<file path="src/rtl/add_round_key_col.sv">
`default_nettype none
// ============================================================================
// Module      : add_round_key_col
// Description : AES AddRoundKey stage placed after MixColumns. It takes the
//               four mixed columns of one state serially, XORs each column with
//               the matching round-key word, and presents the assembled 128-bit
//               state under a valid/ready handshake.
// Revision    : 1.0 - initial release
// ============================================================================
module add_round_key_col #(
  parameter int NCOL   = 4,   // columns per state (AES-128: always 4)
  parameter int WORD_W = 32   // column width in bits
) (
  input  logic                       clk,
  input  logic                       rst_n,
  input  logic                       flush,
  input  logic [WORD_W-1:0]          col_in,
  input  logic                       col_valid,
  output logic                       col_ready,
  input  logic [NCOL*WORD_W-1:0]     rkey,
  input  logic                       rkey_valid,
  output logic [$clog2(NCOL)-1:0]    col_idx,
  output logic [NCOL*WORD_W-1:0]     state_out,
  output logic                       state_valid,
  input  logic                       state_ready
);

  localparam int STATE_W = NCOL * WORD_W;
  localparam int IDX_W   = $clog2(NCOL);
  localparam logic [IDX_W-1:0] c_LAST_IDX = IDX_W'(NCOL - 1);
  localparam logic [IDX_W-1:0] c_IDX_ZERO = '0;
  localparam logic [IDX_W-1:0] c_IDX_ONE  = IDX_W'(1);

  // IDLE: waiting for column 0; COLLECT: columns 1..NCOL-1; HOLD: state presented
  typedef enum logic [1:0] {
    S_IDLE    = 2'd0,
    S_COLLECT = 2'd1,
    S_HOLD    = 2'd2
  } state_t;

  state_t              r_state;
  logic [IDX_W-1:0]    r_col_idx;
  logic [STATE_W-1:0]  r_key;
  logic [STATE_W-1:0]  r_state_out;
  logic                r_state_valid;

  logic                w_ready_st;
  logic                w_accept;
  logic                w_out_hs;
  logic [WORD_W-1:0]   w_key_word [NCOL];
  logic [WORD_W-1:0]   w_key_sel;
  logic [WORD_W-1:0]   w_col_xor;
  logic [NCOL-1:0]     w_word_we;

  // Split the latched key into words; word k sits at the MSB end for k = 0
  for (genvar k = 0; k < NCOL; k++) begin : g_key_word
    assign w_key_word[k] = r_key[STATE_W-1-k*WORD_W -: WORD_W];
  end

  // Column 0 is XORed with the live key (it is latched on the same edge);
  // later columns use the key captured with column 0 so rkey may change freely.
  assign w_key_sel = (r_state == S_IDLE) ? rkey[STATE_W-1 -: WORD_W]
                                         : w_key_word[r_col_idx];
  assign w_col_xor = col_in ^ w_key_sel;

  // Ready depends only on the FSM state (and key availability for column 0)
  always_comb begin
    w_ready_st = 1'b0;
    case (r_state)
      S_IDLE:    w_ready_st = rkey_valid;
      S_COLLECT: w_ready_st = 1'b1;
      S_HOLD:    w_ready_st = 1'b0;
      default:   w_ready_st = 1'b0;
    endcase
  end

  // Gate with rst_n so nothing is advertised while reset is held
  assign col_ready = w_ready_st & rst_n;

  // A flush in the same cycle wins over a column handshake
  assign w_accept = col_valid & col_ready & ~flush;
  assign w_out_hs = r_state_valid & state_ready;

  // One write-enable per output word, selected by the current column index
  for (genvar k = 0; k < NCOL; k++) begin : g_word_we
    assign w_word_we[k] = w_accept && (r_col_idx == IDX_W'(k));
  end

  // FSM, column counter, key capture and output assembly
  always_ff @(posedge clk or negedge rst_n) begin
    if (!rst_n) begin
      r_state       <= S_IDLE;
      r_col_idx     <= c_IDX_ZERO;
      r_key         <= '0;
      r_state_out   <= '0;
      r_state_valid <= 1'b0;
    end else begin
      if (flush) begin
        r_state       <= S_IDLE;
        r_col_idx     <= c_IDX_ZERO;
        r_state_valid <= 1'b0;
      end else begin
        case (r_state)
          S_IDLE: begin
            if (w_accept) begin
              r_key     <= rkey;
              r_col_idx <= c_IDX_ONE;
              r_state   <= S_COLLECT;
            end
          end
          S_COLLECT: begin
            if (w_accept) begin
              if (r_col_idx == c_LAST_IDX) begin
                r_col_idx     <= c_IDX_ZERO;
                r_state       <= S_HOLD;
                r_state_valid <= 1'b1;
              end else begin
                r_col_idx <= IDX_W'(r_col_idx + c_IDX_ONE);
              end
            end
          end
          S_HOLD: begin
            // Only the output handshake can leave HOLD; col_ready is low here
            if (w_out_hs) begin
              r_state_valid <= 1'b0;
              r_state       <= S_IDLE;
            end
          end
          default: begin
            r_state       <= S_IDLE;
            r_col_idx     <= c_IDX_ZERO;
            r_state_valid <= 1'b0;
          end
        endcase
      end

      // Unwritten words keep their previous contents; state_valid qualifies
      for (int k = 0; k < NCOL; k++) begin
        if (w_word_we[k]) begin
          r_state_out[STATE_W-1-k*WORD_W -: WORD_W] <= w_col_xor;
        end
      end
    end
  end

  assign col_idx     = r_col_idx;
  assign state_out   = r_state_out;
  assign state_valid = r_state_valid;

`ifndef SYNTHESIS
  // Presented state must not change while downstream stalls
  a_hold_stable: assert property (@(posedge clk) disable iff (!rst_n)
    (r_state_valid && !state_ready && !flush) |=> (r_state_valid && $stable(r_state_out)));

  // No column may be taken while a full state is being presented
  a_no_accept_in_hold: assert property (@(posedge clk) disable iff (!rst_n)
    r_state_valid |-> !col_ready);

  // state_valid is asserted exactly when the FSM sits in HOLD
  a_valid_matches_hold: assert property (@(posedge clk) disable iff (!rst_n)
    r_state_valid == (r_state == S_HOLD));

  // Column index is zero whenever the FSM is not collecting
  a_idx_zero_outside_collect: assert property (@(posedge clk) disable iff (!rst_n)
    (r_state != S_COLLECT) |-> (r_col_idx == c_IDX_ZERO));
`endif

endmodule
`default_nettype wire

</file>
<file path="config.mk">
export PLATFORM = sky130hd
export DESIGN_NAME = add_round_key_col
export DESIGN_NICKNAME = d
export VERILOG_FILES = /design/src/rtl/add_round_key_col.sv
export SDC_FILE = /design/constraint.sdc
export NUM_CORES = 1
export LEC_CHECK = 0
export CELL_PAD_IN_SITES_DETAIL_PLACEMENT = 1
export CELL_PAD_IN_SITES_GLOBAL_PLACEMENT = 2
export CORE_ASPECT_RATIO = 1.25
export CORE_MARGIN = 4
export CORE_UTILIZATION = 38
export CTS_BUF_LIST = sky130_fd_sc_hd__clkbuf_8
export DETAILED_ROUTE_END_ITERATION = 8
export GPL_TIMING_DRIVEN = 0
export MAX_ROUTING_LAYER = met4
export PLACE_DENSITY_LB_ADDON = 0.15
export SYNTH_ARGS = -nofsm -noshare
export SYNTH_HDL_FRONTEND = slang
export SYNTH_SLANG_ARGS = --single-unit
</file>
<file path="constraint.sdc">
create_clock -name clk -period 4.1 [get_ports clk]
set_input_delay 0.41 -clock clk [delete_from_list [all_inputs] [get_ports clk]]
set_output_delay 0.41 -clock clk [all_outputs]
set_load 0.02 [all_outputs]
</file>
* Word level (Yosys, flattened, before mapping)
Cells that the tools add are included.
Storage, ports and cells: bits in registers 261, input bits 166, output and inout port bits 132
Cells by class: reductions and logical operators 10, order comparisons 1, equality and inequality tests 11, mux-type cells 20, bitwise operators 7, add/sub/neg operators 1
Operators by type and width (number):
- two-way mux 32 bit | 3
- binary-select mux 32 bit (select 2 bit) | 1
- bitwise XOR 32 bit | 1
- two-way mux 2 bit | 8
- inequality test 3 bit, second input constant | 4
- case mux 2 bit (3 select lines) | 2
- AND reduction 4 bit | 2
- == test 2 bit, second input constant | 3
- AND reduction 3 bit | 2
- bitwise AND 1 bit | 4
- == test 2 x 1 -> 1 bit, second input constant | 2
- logical AND 1 bit | 4
- zero test 2 bit | 2
- two-way mux 1 bit | 4
- inequality test 2 bit, second input constant | 2
- greater-or-equal comparator 3 bit, second input constant | 1
- inverter 2 -> 3 bit | 1
- case mux 1 bit (3 select lines) | 1
- adder 2 x 1 -> 2 bit, second input constant | 1
- case mux 1 bit (2 select lines) | 1
- inverter 1 bit | 1

* Depth between registers and ports, before layout
Gate-level depths: netlist of run 1.
depth after elaboration 8, depth in mapped cells 7, depth with buffers taken out 4

* Worst setup path before layout of run 1
OpenSTA, ideal clock, no wires.
path kind register -> register, from register r_col_idx[1], in the netlist col_idx[1], to register r_state_out[100], in the netlist state_out[100], setup time 125 ps, arrival time 2110 ps, stages on the path, launching flop included 8, setup slack 1866 ps, clock period less this slack 2234 ps, buffers on the path 3, path through dfrtp_1 -> buf_2 -> clkbuf_1 -> inv_1 -> ha_1 -> nand2_1 -> buf_1 -> mux2_2
Between the ends: longest elaborated chain between the ends 6
RTL lines:
- from (decl) | RTL line 42 | logic [IDX_W-1:0] r_col_idx;
- from (signal assigned) | RTL line 93 | r_col_idx <= c_IDX_ZERO;
- from (signal assigned) | RTL line 100 | r_col_idx <= c_IDX_ZERO;
- from (signal assigned) | RTL line 107 | r_col_idx <= c_IDX_ONE;
- inverter 2 -> 3 bit (implied by the code) | RTL line 63 | : w_key_word[r_col_idx];
- binary-select mux 32 bit (select 2 bit) | RTL line 63
- two-way mux 32 bit (implied by the code) (2 in series) | RTL line 63
- two-way mux 32 bit | RTL line 62 | assign w_key_sel = (r_state == S_IDLE) ? rkey[STATE_W-1 -: WORD_W]
- bitwise XOR 32 bit | RTL line 64 | assign w_col_xor = col_in ^ w_key_sel;
- to (signal, indexed assignment) | RTL line 140 | r_state_out[STATE_W-1-k*WORD_W -: WORD_W] <= w_col_xor;
- to (decl) | RTL line 44 | logic [STATE_W-1:0] r_state_out;
Parallel ways exist; a longest one is shown, timed or not. The select of a mux whose other input is x is not followed. A chain may end at the register's enable or synchronous reset.

* Final worst setup path of run 1
from input port rst_n, to register r_state_out[77], in the netlist state_out[77]
Between the ends: longest elaborated chain between the ends 4
RTL lines:
- from (decl) | RTL line 15 | input logic rst_n,
- bitwise AND 1 bit | RTL line 78 | assign col_ready = w_ready_st & rst_n;
- bitwise AND 1 bit (2 in series) | RTL line 81 | assign w_accept = col_valid & col_ready & ~flush;
- logical AND 1 bit | RTL line 86 | assign w_word_we[k] = w_accept && (r_col_idx == IDX_W'(k));
Every way passes these cells.

==> qor.txt, run 1 <==
Residual DRC count: 0
Seq pwr share: 46.0%
Max Clock Freq: 292.7 MHz
Clock Power Share: 31.2%
DRT Wirelength: 31,820 um
Dpl hpwl: 23,280 um
RSZ-0062 raised after global routing: no
Area grow syn2layout: 39.15%
Clock Sinks: 261
Max-cap violations: 0
I/O Buffers: 297
Sequential fraction of the synthesis area: 58.01%
VDD IR max: 0.3164 mV
Via Count: 7,131
Arr. time, crit path: 3840 ps
Largest net degree at the start of global routing: 104
Vias in the first global route: 7,957
Core box area: 29,250 um^2
Overall power: 0.007258 W
Mean post-synth cell area: 16.41 um^2
Crit Path Class: in -> reg
Starting Density: 38.49%
Most common flop cell mapped by yosys: dfrtp_1
Root Driver: clkbuf_8
Total track usage: 20.07%
Relative slew slack: 43.19%
Die area: 32,460 um^2
Yosys cell types: 28
First-pass iteration count of the detailed router: 4
Psw: 0.001944 W
Critical Path RT: 4520 ps
#FFs+latches synth: 261
Chip width: 162.0 um
Reg-to-reg startpoint: col_idx[1]$_DFFE_PN0P_
Async SR Flop Fraction: 100.0%
RePlAce Congestion: 0.7791
CTS Buf Count: 44
Internal power: 0.005314 W
Worst setup SP type: primary input
Initial antenna violation count: 5
Via/cell ratio: 4.881
Net count, final: 1,202
Logic pwr share: 22.8%
Count of final hold-check violations: 0
Post-Syn Instances: 686
Detailed Route Iter0 Violations: 214
Post-synth net total: 856
R2R Path End: state_out[77]$_DFFE_PN0P_
Endpoints failing setup: 0
Net Sw Frac: 26.78%
Min Tclk post-route: 3417 ps
Clk_lat worst skew: 540 ps
Remaining Overflow, GRT: 0
Slew Viols, Final: 0
Setup bufs post-CTS: 0
Reg-to-reg setup timing slack: 970 ps
Tcrit/Tclk final: 83.34%
Cells on worst reg2reg path: 7
P per Cell Area: 463.3 nW/um^2
IO Pins: 298
Netlist Area Pre-Place: 11,260 um^2
Filler Cell Count: 2,888
Max Fanout on Critical Path: 103
Final hold slack: 408.3 ps
Buffer depth of the longest clock path: 3
CP Capture Type: flop
Post-synth EDFFs: 0
First-pass GRT wire length: 48,660 um
Min-Delay Path Class: in -> async
Post_cts resized: 0
# H-tree levels: 2
Slew @ Worst Pin: 852.2 ps
Die height: 200.4 um
Layout cell share with drive strength beyond 1: 34.75%
Remaining antenna violation count: 0
Clock-pin slew on the worst setup and hold paths: 60 ps
CTS Hold Bufs: 1
Post-route setup TNS: 0 ps
CTS tree: done
Status: completed
DR WL/cell: 21.78 um
Leakage: 6.818 nW
YS warnings: 0
Final Skew: 9.520 ps
Num rows: 70
critical path, cell delays in order:
cell and delay [ps]:
dlygate4sd3_1 560, buf_8 410, buf_16 430, o211ai_1 270, nor3_1 440, nand2_1 360
buf_1 440, mux2_2 400
cell type report:
| cell class | instances | area, um^2 | share of cell area (%) |
|---|---|---|---|
| inverter | 3 | 11.26 | 0.07188 |
| buffer | 39 | 287.8 | 1.837 |
| antenna | 6 | 15.01 | 0.09584 |
| clock buffer | 57 | 784.5 | 5.008 |
| tap | 396 | 495.5 | 3.163 |
| clock inverter | 16 | 70.07 | 0.4472 |
| timing repair buffer | 300 | 3043 | 19.42 |
| sequential | 261 | 6531 | 41.69 |
| multi-input combinational | 383 | 4428 | 28.26 |
worst max path at each step:
stage / slack, ps / cells past startpoint / to / from
floorplan: 1870 / 7 / state_out[100]$_DFFE_PN0P_ / col_idx[1]$_DFFE_PN0P_
global placement: -10070 / 6 / state_out[73]$_DFFE_PN0P_ / rst_n
detailed placement: 650 / 7 / state_out[77]$_DFFE_PN0P_ / rst_n
CTS: 610 / 8 / state_out[46]$_DFFE_PN0P_ / rst_n
global route: 360 / 8 / state_out[44]$_DFFE_PN0P_ / rst_n
finish: 680 / 8 / state_out[77]$_DFFE_PN0P_ / rst_n
placed cells by master (no fill, tap or decap):
master           Yosys  final
a22oi_1              1      1
o211ai_1             1      1
a211o_1              1      1
diode_2              0      6
or2_2                1      1
dfrtp_1            261    261
nor3_1               2      2
buf_8                0      1
nand2b_1             1      1
clkdlybuf4s50_1      0    296
o21ai_0              3      3
mux2_2             252    252
mux4_1               5      5
a21oi_1              4      4
a32oi_1              1      1
mux2_1               4      4
nand2_1              4      4
nor2_1               4      4
buf_2                7      7
mux4_2              27     27
clkinvlp_4           0      2
clkinv_2             0      2
buf_16               0      2
dlygate4sd3_1        0      1
buf_4                1      1
buf_12               1      1
o211a_1              2      2
ha_1                 4      4
buf_1               11     11
clkbuf_8             0     57
nand3_1              1      1
buf_6               15     15
mux2i_1             33     33
clkbuf_1             4      4
xnor2_1             32     32
inv_1                3     15
synth_stat cells (all sizes together), types with 2 or more instances:
cell | number | share of area, %
o21ai | 3 | 0.13
mux2i | 33 | 2.9
o211a | 2 | 0.18
mux2 | 256 | 26
xnor2 | 32 | 2.5
nor2 | 4 | 0.13
ha | 4 | 0.44
nor3 | 2 | 0.089
a21oi | 4 | 0.18
mux4 | 32 | 6.6
nand2 | 4 | 0.13
inv | 3 | 0.10
clkbuf | 4 | 0.13
buf | 35 | 2.4
dfrtp | 261 | 58
state kept, by name, summed over array words and instances, names as in the netlist:
signal and cells:
col_idx 2, r_key 128, r_state 2, state_out 128, state_valid 1
per-layer routing:
layer,global-route usage [%],vias to the layer above,share of wire (%)
met2,33.38,219,51
met5,-,-,0
met1,24.20,3676,40
met4,4.654,0,1.8
li1,-,3196,-
met3,5.997,40,6.8
per-stage QoR:
| step | util [%] | worst slack (ps) | cells | instance area (um^2) |
|---|---|---|---|---|
| floorplan | - | 1866 | 686 | 11260 |
| global placement | 50.34 | -10070 | 1379 | 14730 |
| detailed placement | 50.55 | 652.3 | 1381 | 14790 |
| CTS | 53.50 | 608.8 | 1455 | 15650 |
| global route | 53.55 | 361.9 | 1460 | 15660 |
| finish | 53.55 | 683.0 | 1461 | 15670 |
power groups by stage:
stage / sequential [W] / clock [W] / combinational [W]
2_1_floorplan: 0.00352 / 0 / 0.000741
3_3_place_gp: 0.00337 / 0 / 0.00163
3_5_place_dp: 0.00339 / 0 / 0.00168
4_1_cts: 0.00334 / 0.00235 / 0.00168
5_1_grt: 0.00340 / 0.00248 / 0.00177
6_report: 0.00334 / 0.00227 / 0.00165
logic make-up (layout without fill, tap and decap cells):
kind of cell | Yosys count | after routing | synth area share (%)
mux | 321 | 321 | 35.11
flops | 261 | 261 | 58.01
compound gates | 13 | 13 | 0.7780
buf+inv | 42 | 415 | 2.656
fa+ha+maj | 4 | 4 | 0.4446
other cells | 0 | 6 | 0
xor+xnor | 32 | 32 | 2.489
simple gates | 13 | 13 | 0.5112
(Power assumes the default switching activity.)
==> inputs of run 2 (changes only) <==
Settings changed: CORE_UTILIZATION 38 to 32.
Clock period 4.1 ns to 3.05 ns, I/O delays scaled along.
==> run 2 against run 1 <==
The flow now finishes with violations (hold timing). Final cell count is 5.6% higher. Clock skew is 19 ps higher. Via count is 0.17% lower. Sequential power is 34% higher. Worst hold slack worse by 590 ps. Worst setup slack worse by 570 ps. First-iteration DRC count is 26% lower. Non-clock buffer count is 3 higher. Wire length is 4.3% higher. Power is 36% higher. Utilization is 7.6 points lower. Critical path type is now reg -> reg. Largest power group unchanged.
==> qor.txt, run 2 (synthesis results as in run 1) <==
Leading cell type in the layout, fill and taps excluded: clkdlybuf4s50_1
Min Tclk post-route: 2941 ps
Cells on worst reg2reg path: 6
First-pass GRT wire length: 51,380 um
End point of the critical path: state_out[117]$_DFFE_PN0P_
Reg-to-reg setup timing slack: 110 ps
R2R Path End: state_out[117]$_DFFE_PN0P_
Metal3 WL: 2608 um
Top layer reached by signal wires: met4
Endpoints failing setup: 0
Crit Path Class: reg -> reg
Vias in the first global route: 8,468
RePlAce Congestion: 0.7517
Chip width: 175.8 um
Tcrit/Tclk final: 96.41%
DRT Wirelength: 33,190 um
Max Clock Freq: 340.1 MHz
Most frequent cells in the layout: clkdlybuf4s50_1 (296), dfrtp_1 (261), mux2_2 (252)
Clk_lat worst skew: 580 ps
Via Count: 7,119
Logic pwr share: 22.7%
Met2 WL post-DR: 16,900 um
Worst Setup SP: col_idx[1]$_DFFE_PN0P_
# H-tree levels: 2
Register area: 6531 um^2
Post-Layout Inst Area: 15,890 um^2
I/O Buffers: 297
CTS tree: done
Area grow syn2layout: 41.13%
Buffer depth of the longest clock path: 3
Max Fanout on Critical Path: 16
Remaining Overflow, GRT: 0
CTS Hold Bufs: 5
CP Capture Type: flop
Min-Delay Path Class: in -> async
Largest net degree at the start of global routing: 109
RSZ-0062 raised after global routing: no
Starting Density: 32.53%
Clock Power Share: 32.0%
Clock Sinks: 261
Violated checks: hold timing
DR WL/cell: 21.51 um
Num rows: 76
Overall power: 0.009888 W
Setup bufs post-CTS: 0
Filler Cell Count: 3,554
Net count, final: 1,208
P per Cell Area: 622.3 nW/um^2
First-pass iteration count of the detailed router: 4
Dpl hpwl: 24,120 um
Initial antenna violation count: 7
Final core utilization: 45.90%
Count of final hold-check violations: 105
Relative slew slack: 44.53%
Layout cell share with drive strength beyond 1: 35.30%
Residual DRC count: 0
Final hold slack: -186.1 ps
Place WS: -576.7 ps
Clock-pin slew on the worst setup and hold paths: 60 ps
Area post-placement: 14,880 um^2
Seq pwr share: 45.4%
Via/cell ratio: 4.614
Slew Viols, Final: 0
Final Skew: 28.80 ps
Max-cap violations: 0
VDD IR max: 0.3616 mV
Die area: 38,270 um^2
Detailed Route Iter0 Violations: 158
Remaining antenna violation count: 0
Slew @ Worst Pin: 832.1 ps
Status: finished, violations left
Internal power: 0.007207 W
Core box area: 34,610 um^2
Worst setup SP type: flop
Net Sw Frac: 27.11%
Critical Path RT: 3480 ps
Root Driver: clkbuf_8
Psw: 0.002681 W
Reg-to-reg startpoint: col_idx[1]$_DFFE_PN0P_
Die height: 217.7 um
Leakage: 6.904 nW
Setup ws final: 109.5 ps
Area of the multi-input gates: 4428 um^2
CTS Buf Count: 47
Metal-1 WL: 13,110 um
Arr. time, crit path: 3370 ps
Total track usage: 18.08%
IO Pins: 298
run 2: cell count changes in the layout (fill, tap and decap cells not counted), sizes merged, moves of 2 or more:
cell	before	now
buf	38	40
inv	15	19
clkinv	2	6
clkbuf	61	58
run 2: power by group through the flow:
stage / clock [W] / sequential [W] / combinational (W)
finish: 0.00316 / 0.00448 / 0.00224
global route: 0.00346 / 0.00457 / 0.00242
CTS: 0.00330 / 0.00449 / 0.00229
detailed placement: 0 / 0.00455 / 0.00226
global placement: 0 / 0.00454 / 0.00221
floorplan: 0 / 0.00473 / 0.000996
run 2: cell type report:
| type | count | share of cell area, % |
|---|---|---|
| Sequential cell | 261 | 41.11 |
| Multi-Input combinational cell | 383 | 27.87 |
| Timing Repair Buffer | 304 | 19.73 |
| Clock buffer | 55 | 4.764 |
| Tap cell | 468 | 3.685 |
| Buffer | 38 | 1.858 |
| Clock inverter | 24 | 0.8032 |
| Antenna cell | 7 | 0.1102 |
| Inverter | 3 | 0.07087 |
run 2: worst max-delay path, cell delays in order (launching register included):
cell and delay (ps):
dfrtp_1 400, buf_2 440, clkbuf_1 680, mux4_2 410, mux2i_1 390, xnor2_1 190, mux2_2 290
run 2: worst min path at each step:
stage / slack, ps / cells past startpoint / to / startpoint
4_1_cts: -170 / 2 / state_out[91]$_DFFE_PN0P_ / rst_n
3_3_place_gp: 470 / 1 / state_out[59]$_DFFE_PN0P_ / state_out[59]$_DFFE_PN0P_
6_report: -190 / 2 / state_out[91]$_DFFE_PN0P_ / rst_n
3_5_place_dp: 340 / 1 / state_out[24]$_DFFE_PN0P_ / rst_n
2_1_floorplan: 9 / 0 / col_idx[0]$_DFFE_PN0P_ / rst_n
5_1_grt: -160 / 2 / state_out[91]$_DFFE_PN0P_ / rst_n
run 2: timing repair:
item / 4_1_cts / 5_1_grt
setup endpoints to repair: 51 / 0
gates resized for setup: 5 / 0
hold endpoints to repair: 75 / 105
run 2: routing by layer:
layer | global-route usage [%] | vias up
met5 | - | -
met4 | 4.160 | 0
met3 | 6.173 | 51
met2 | 30.66 | 222
met1 | 20.84 | 3635
li1 | - | 3211
run 2: per-stage QoR:
step | hold WS (ps) | std cells | setup TNS [ps]
6_report | -186.1 | 1543 | 0
3_5_place_dp | 339.1 | 1453 | -68300
5_1_grt | -161.7 | 1543 | 0
4_1_cts | -171.0 | 1536 | 0
3_3_place_gp | 473.8 | 1451 | -5606930
2_1_floorplan | 9.409 | 686 | 0
==> inputs of run 3 (changes only) <==
Settings changed: TNS_END_PERCENT set to 5.
==> run 3 against run 2 <==
The flow still finishes with violations (hold timing). Largest power group unchanged. Power is essentially flat. Wire length is essentially flat. Sequential power is essentially flat.
==> qor.txt, run 3 (synthesis results as in run 1) <==
Initial antenna violation count: 7
Via/cell ratio: 4.620
Arr. time, crit path: 3180 ps
Detailed Route Iter0 Violations: 169
Worst setup SP type: flop
Leakage: 6.908 nW
# H-tree levels: 2
RSZ-0062 raised after global routing: no
DR WL/cell: 21.51 um
Dpl hpwl: 24,120 um
RePlAce Congestion: 0.7517
Final core utilization: 45.92%
Die height: 217.7 um
Final hold slack: -185.9 ps
Slew Viols, Final: 0
IO Pins: 298
Net count, final: 1,209
Starting Density: 32.53%
Root Driver: clkbuf_8
Core box area: 34,610 um^2
Setup bufs post-CTS: 0
Clock Sinks: 261
Layout Cells excl Fill: 1,544
Leading cell type in the layout, fill and taps excluded: clkdlybuf4s50_1
Buffer depth of the longest clock path: 3
Min Tclk post-route: 2745 ps
Clk_lat worst skew: 580 ps
Largest net degree at the start of global routing: 109
Logic pwr share: 22.7%
Placed Cells: 1,453
Endpoints failing setup: 0
Residual DRC count: 0
First-pass iteration count of the detailed router: 4
Psw: 0.002681 W
Chip width: 175.8 um
Most frequent cells in the layout: clkdlybuf4s50_1 (296), dfrtp_1 (261), mux2_2 (252)
Total track usage: 18.10%
Layout cell share with drive strength beyond 1: 35.36%
Final Skew: 29.08 ps
Tcrit/Tclk final: 90.01%
Num rows: 76
CTS Buf Count: 47
Max Clock Freq: 364.3 MHz
VDD IR max: 0.3617 mV
Internal power: 0.007207 W
Slew @ Worst Pin: 831.2 ps
Min-Delay Path Class: in -> async
Status: finished, violations left
Max-cap violations: 0
Relative slew slack: 44.59%
Remaining Overflow, GRT: 0
Max Fanout on Critical Path: 10
Via Count: 7,133
Violated checks: hold timing
CTS Hold Bufs: 5
Clock-pin slew on the worst setup and hold paths: 60 ps
First-pass GRT wire length: 51,460 um
Remaining antenna violation count: 0
Seq pwr share: 45.4%
Crit Path Class: reg -> reg
P per Cell Area: 622.1 nW/um^2
DRT Wirelength: 33,220 um
Count of final hold-check violations: 105
Clock Power Share: 31.9%
I/O Buffers: 297
Die area: 38,270 um^2
Critical Path RT: 3480 ps
CP Capture Type: flop
CTS tree: done
Vias in the first global route: 8,476
Area grow syn2layout: 41.18%
Net Sw Frac: 27.11%
-- run 3: changes by cell type in the layout (fill, tap and decap cells not counted), sizes merged --
cell	change
clkbuf	+1
-- run 3: repair_timing --
item | 4_1_cts | 5_1_grt
gates resized for setup | 6 | 0
endpoints found under the setup margin | 51 | 0
hold endpoints to repair | 75 | 105
-- run 3: metal layers --
layer | track usage [%] | up-vias | part of all wire (%)
met3 | 6.173 | 51 | 7.8
met4 | 4.160 | 0 | 1.7
li1 | - | 3213 | -
met1 | 20.81 | 3645 | 39
met5 | - | - | 0
met2 | 30.77 | 224 | 51
-- run 3: power groups by stage --
stage               clock network, W  logic, W  registers, W
finish                       0.00316   0.00224       0.00448
global route                 0.00346   0.00242       0.00457
CTS                          0.00330   0.00229       0.00449
detailed placement                 0   0.00226       0.00455
global placement                   0   0.00221       0.00454
floorplan                          0  0.000996       0.00473
-- run 3: through the flow --
| step | power, W | setup TNS [ps] | hold slack [ps] | setup WS (ps) | instance area, um^2 |
|---|---|---|---|---|---|
| 3_5_place_dp | 0.006811 | -68300 | 339.1 | -576.7 | 14880 |
| 2_1_floorplan | 0.005724 | 0 | 9.409 | 815.6 | 11260 |
| 6_report | 0.009888 | 0 | -185.9 | 304.8 | 15890 |
| 5_1_grt | 0.01046 | 0 | -161.7 | 217.8 | 15890 |
| 3_3_place_gp | 0.006746 | -5606930 | 473.8 | -11290 | 14820 |
| 4_1_cts | 0.01008 | 0 | -171.0 | 294.0 | 15880 |
-- run 3: worst paths after layout --
kind	end	slack (ps)	cells past startpoint	from
min in group clk	r_key[95]$_DFFE_PN0P_	340	2	rkey[95]
max	state_out[21]$_DFFE_PN0P_	300	6	col_idx[1]$_DFFE_PN0P_
max in group asynchronous	r_key[75]$_DFFE_PN0P_	2120	4	rst_n
min	state_out[91]$_DFFE_PN0P_	-190	2	rst_n
min reg2reg	state_out[56]$_DFFE_PN0P_	480	1	state_out[56]$_DFFE_PN0P_
max reg2reg	state_out[21]$_DFFE_PN0P_	300	6	col_idx[1]$_DFFE_PN0P_
-- run 3: worst max-delay path, stage by stage (launching register included) --
cell and delay (ps):
dfrtp_1 400, buf_2 260, clkbuf_1 660, mux4_2 410
mux2i_1 400, xnor2_1 200, mux2_2 290
-- run 3: area by class of cell --
cell class | count | area (um^2)
multi-input combinational | 383 | 4428
buffer | 39 | 300.3
timing repair buffer | 304 | 3136
fill | 3555 | 18720
tap | 468 | 585.6
clock inverter | 24 | 127.6
clock buffer | 55 | 757.0
inverter | 3 | 11.26
sequential | 261 | 6531
antenna | 7 | 17.52
